File: src/rtl/fir_mac_scheduler.sv
// Time-multiplexed FIR controller: one shared multiplier and accumulator stepped across all taps.
// Owns the delay line and the coefficient RAM, and gives results valid/ready flow control.
module fir_mac_scheduler #(
   parameter int unsigned TAPS      = 9,
   parameter int unsigned DW        = 16,
   parameter int unsigned ACC_W     = 36,
   parameter int unsigned OUT_SHIFT = 14
) (
   input  logic                 clk,
   input  logic                 rst_n,
   input  logic                 in_valid,
   output logic                 in_ready,
   input  logic signed [DW-1:0] in_data,
   output logic                 out_valid,
   input  logic                 out_ready,
   output logic signed [DW-1:0] out_data,
   input  logic                 coef_we,
   input  logic [3:0]           coef_addr,
   input  logic signed [DW-1:0] coef_data,
   output logic                 coef_err,
   output logic                 busy
);

   localparam int unsigned AW = (TAPS > 1) ? $clog2(TAPS) : 1;
   localparam int unsigned IW = $clog2(TAPS + 1);
   localparam int unsigned PW = 2 * DW;

   typedef enum logic [1:0] {StIdle, StMac, StOut} state_e;

   state_e                  state_q, state_d;
   logic signed [DW-1:0]    d_q [TAPS];
   logic signed [DW-1:0]    d_d [TAPS];
   logic signed [DW-1:0]    c_q [TAPS];
   logic signed [DW-1:0]    c_d [TAPS];
   logic signed [ACC_W-1:0] acc_q, acc_d;
   logic [IW-1:0]           idx_q, idx_d;
   logic signed [DW-1:0]    out_data_q, out_data_d;
   logic                    coef_err_q, coef_err_d;

   logic                    coef_ok;
   logic                    mac_step;
   logic [AW-1:0]           idx_sel;
   logic signed [PW-1:0]    mul_a, mul_b, prod;
   logic signed [ACC_W-1:0] shifted;
   logic [ACC_W-DW:0]       shifted_hi;
   logic signed [DW-1:0]    sat_val;

   function automatic logic signed [DW-1:0] def_coef(input int unsigned i);
      case (i)
         0, 8:    return DW'(32'h04F6);
         1, 7:    return DW'(32'h0AE4);
         2, 6:    return DW'(32'h1089);
         3, 5:    return DW'(32'h1496);
         4:       return DW'(32'h160F);
         default: return '0;
      endcase
   endfunction

   // idx_q reaches TAPS on the cycle that registers the result; keep the read index in range.
   assign mac_step = (idx_q < IW'(TAPS));
   assign idx_sel  = mac_step ? idx_q[AW-1:0] : '0;
   assign mul_a    = PW'(d_q[idx_sel]);
   assign mul_b    = PW'(c_q[idx_sel]);
   assign prod     = mul_a * mul_b;

   // Floor shift, then clamp whenever the bits above the output sign are not a pure sign extension.
   always_comb begin
      shifted    = acc_q >>> OUT_SHIFT;
      shifted_hi = shifted[ACC_W-1:DW-1];
      if (shifted_hi == '0 || shifted_hi == '1) begin
         sat_val = shifted[DW-1:0];
      end else if (shifted[ACC_W-1]) begin
         sat_val = {1'b1, {(DW-1){1'b0}}};
      end else begin
         sat_val = {1'b0, {(DW-1){1'b1}}};
      end
   end

   always_comb begin
      state_d    = state_q;
      d_d        = d_q;
      c_d        = c_q;
      acc_d      = acc_q;
      idx_d      = idx_q;
      out_data_d = out_data_q;

      coef_ok    = coef_we && (state_q == StIdle) && (32'(coef_addr) < TAPS);
      coef_err_d = coef_we && !coef_ok;
      if (coef_ok) begin
         c_d[coef_addr[AW-1:0]] = coef_data;
      end

      unique case (state_q)
         StIdle: begin
            if (in_valid) begin
               d_d[0] = in_data;
               for (int k = 1; k < int'(TAPS); k++) begin
                  d_d[k] = d_q[k-1];
               end
               acc_d   = '0;
               idx_d   = '0;
               state_d = StMac;
            end
         end
         StMac: begin
            if (mac_step) begin
               acc_d = acc_q + ACC_W'(prod);
               idx_d = idx_q + 1'b1;
            end else begin
               out_data_d = sat_val;
               state_d    = StOut;
            end
         end
         StOut: begin
            if (out_ready) begin
               state_d = StIdle;
            end
         end
         default: state_d = StIdle;
      endcase
   end

   always_ff @(posedge clk or negedge rst_n) begin
      if (!rst_n) begin
         state_q    <= StIdle;
         acc_q      <= '0;
         idx_q      <= '0;
         out_data_q <= '0;
         coef_err_q <= 1'b0;
         for (int k = 0; k < int'(TAPS); k++) begin
            d_q[k] <= '0;
            c_q[k] <= def_coef(k);
         end
      end else begin
         state_q    <= state_d;
         acc_q      <= acc_d;
         idx_q      <= idx_d;
         out_data_q <= out_data_d;
         coef_err_q <= coef_err_d;
         d_q        <= d_d;
         c_q        <= c_d;
      end
   end

   assign in_ready  = (state_q == StIdle);
   assign out_valid = (state_q == StOut);
   assign busy      = (state_q != StIdle);
   assign out_data  = out_data_q;
   assign coef_err  = coef_err_q;

endmodule

File: config.mk
export PLATFORM = sky130hd
export DESIGN_NAME = fir_mac_scheduler
export DESIGN_NICKNAME = d
export VERILOG_FILES = /design/src/rtl/fir_mac_scheduler.sv
export SDC_FILE = /design/constraint.sdc
export NUM_CORES = 2
export LEC_CHECK = 0
export ABC_AREA = 0
export BUFFER_PORTS_ARGS = -buffer_cell sky130_fd_sc_hd__buf_4
export CAP_MARGIN = 20
export CORE_MARGIN = 1.5
export CORE_UTILIZATION = 58
export DETAILED_ROUTE_END_ITERATION = 6
export HOLD_SLACK_MARGIN = 0.02
export PLACE_DENSITY = 0.89
export SYNTH_ARGS = -nofsm -noshare
export SYNTH_HDL_FRONTEND = slang
export SYNTH_SLANG_ARGS = --single-unit
File: constraint.sdc
create_clock -name clk -period 8.15 [get_ports clk]
set_input_delay 0.4075 -clock clk [delete_from_list [all_inputs] [get_ports clk]]
set_output_delay 0.4075 -clock clk [all_outputs]
set_load 0.01 [all_outputs]
==> impl_metrics.toml <==
[finish]
fin_util_pct = 65.1
multi_input_area_mm2 = 0.0165
fin_nets = 3330
syn_to_final_growth_pct = 11.1
drive_above_1_share_pct = 17.6
seq_area_mm2 = 0.00875
n_fill_cell = 3315
mostFrequentLayoutCells = "nand2_1 (704), inv_1 (395), fa_1 (313)"
final_common_cell = "nand2_1"

[placed_design]
gp_congestion = 0.975
dp_slack_ns = 0.0358
port_buffers = 60
hpwl_mm = 52.7

[sta]
fmax_mhz = 124
final_max_slew_viol_count = 0
period_share_pct = 98.7
finalHoldViolations = 0
clock_skew_ns = 0.0253
fin_crit_ns = 8.04
setup_viol = 0
setup_ws_ns = 0.107
worst_slew_pin_slew_ns = 1.13
slew_headroom_pct = 24.6

[logic_synthesis]
synth_top_area_share_pct = 27.1
syn_nets = 3262
synth_async_sr_flop_share_pct = 100
synth_area_mm2 = 0.0272
avgSynthCellArea_um2 = 9.71
synth_edf_count = 0
seq_area_frac_synth_pct = 32.2
netlist_instances = 2798
yosysTopAreaCell = "dfrtp_1"
yosys-top-cells-area = "dfrtp_1 (27%), fa_1 (23%), nand2_1 (9.8%)"
ys_types = 72
synth-seq-cells = 347
synth_ff_type = "dfrtp_1"
synth_warnings = 0

[worst_setup_path]
path_class = "reg -> reg"
cp_common_cell = "fa_1"
crit_required_ns = 8.57
r2r_slack_ns = 0.11
startpoint_type = "register"
cp_slowest_cell = "fa_1"
slowest_delay_ns = 0.62
reg2reg_depth = 29
arrival_ns = 8.46
r2r_end = "acc_q[33]"
worstReg2RegStart = "idx_q[1]"
crit_fanout = 11
end_kind = "register"
crit_start = "idx_q[1]"

[min_path]
hp-start = "in_data[6]"
min_path_cells = 3
hold_path_end = "d_q[134]"
hp-class = "in -> reg"

[cts]
clk_path_buf_depth = 3
cts_buffers = 38
clk_pin_slew_worst_paths_ns = 0.06
clockRootBuffer = "clkbuf_16"
htreeDepth = 2
clock-sinks = 347
clk-insertion-delay-late_ns = 0.57
cts_tree = "done"

[status]
status = "finished, final reports clean"

[routing]
first_pass_iters = 6
drt_wl_total_mm = 74.3
vias = 20900
route.detailed.drc = 0
wl_per_cell_um = 21.2
ant_nets = 0
drt_iter0_drc = 2387
via_per_inst = 5.97

[job]
drv_cap = 0

[grt]
grt_pass1_vias = 21700
antenna_found_initial = 2
grt_overflow = 0
grt_use_total_pct = 31.4
grt_max_degree = 131
grt_pass1_wl_mm = 117

[die]
rows = 79
dieArea_mm2 = 0.0481
fp.dieW_um = 219
io-pin-count = 61
core_area_mm2 = 0.0464
start_util_pct = 58.6
dieHeight_um = 219
-- critical path, delay by kind of cell, from the launching register on --
kind                     cells  cell delay [ns]
XOR/XNOR                     1             0.15
adder cells (fa/ha/maj)      8             3.72
buffers and inverters        8             1.05
AO/OA/AOI/OAI                9             1.91
AND/OR/NAND/NOR              3             0.58
flip-flops                   1             0.44
-- final cells by class --
cell class,instances,area share (%)
Clock inverter,12,0.435
Multi-Input combinational cell,1923,54.7
Sequential cell,347,29.0
Antenna cell,2,0.0166
Inverter,399,4.96
Timing Repair Buffer,157,4.59
Tap cell,607,2.52
Clock buffer,56,3.74
-- per-layer routing --
metal | global-route usage [%] | share of wire (%) | vias up
met2 | 50.8 | 48 | 1141
met5 | 0 | 0 | -
li1 | - | - | 9012
met1 | 40.8 | 38 | 10500
met4 | 14.3 | 4.8 | 0
met3 | 6.46 | 9.3 | 257
-- cell families (layout without fill, tap and decap cells) --
logic type	after synthesis	after routing	synth area share, %
buffers and inverters	528	624	7.58
and+or+nand+nor	970	970	14.3
DFF	347	347	32.2
AOI/OAI and AO/OA	314	314	7.89
muxes	181	181	8.73
other	0	2	0
adders and majority gates	423	423	28.2
xor gates and xnor gates	35	35	1.13
-- sequential cells by signal, indices dropped and copies added, names as in the netlist --
register,count
c_q,144
d_q,144
acc_q,36
out_data,16
idx_q,4
state_q,2
coef_err,1
-- cell usage after synthesis, types with 8 or more instances --
cell and number:
nand2_1 706, inv_1 395, fa_1 314, dfrtp_1 294
nor2_1 160, mux2_2 147, ha_1 109, a21oi_1 82
clkbuf_1 70, dfstp_2 53, o21ai_1 45, buf_2 44
o21ai_0 36, mux4_2 30, nand3_1 30, xnor2_1 26
a31oi_1 23, a22o_1 22, and2_1 18, a222oi_1 14
a22oi_2 12, o21bai_1 11, a22oi_1 10, buf_1 10
nand2b_1 10, nand4_1 10, nor2b_1 9, nor3_1 9
xor2_1 9, o31ai_1 8
-- how the worst max path moves through the flow --
stage | endpoint | slack [ns] | cells past startpoint
after global placement | acc_q[31] | 0.22 | 27
after CTS | acc_q[24] | 0.006 | 28
final | acc_q[33] | 0.11 | 29
after global routing | acc_q[31] | -0.21 | 29
after detailed placement | acc_q[33] | 0.04 | 27
after floorplan | acc_q[31] | 0.57 | 28
-- stage by stage --
| step | TNS [ns] | instances | area [um^2] | hold WS, ns |
|---|---|---|---|---|
| after floorplan | 0 | 2798 | 27200 | 0.112 |
| after global placement | 0 | 3412 | 28500 | 0.466 |
| after detailed placement | 0 | 3412 | 28500 | 0.474 |
| after CTS | 0 | 3485 | 29800 | 0.0245 |
| after global routing | -1.46 | 3503 | 30200 | 0.0329 |
| final | 0 | 3503 | 30200 | 0.0318 |
-- what timing repair did --
action	CTS	global route
setup buffers	0	11
cloned	0	1
endpoints found under the setup margin	1	17
endpoints found under the hold margin	32	0
resized for setup	2	37
hold buffers	5	0
pin swaps	0	9
Power is not shown: default switching activity piles up to over one toggle a cycle in this logic, so the estimate is an artifact.
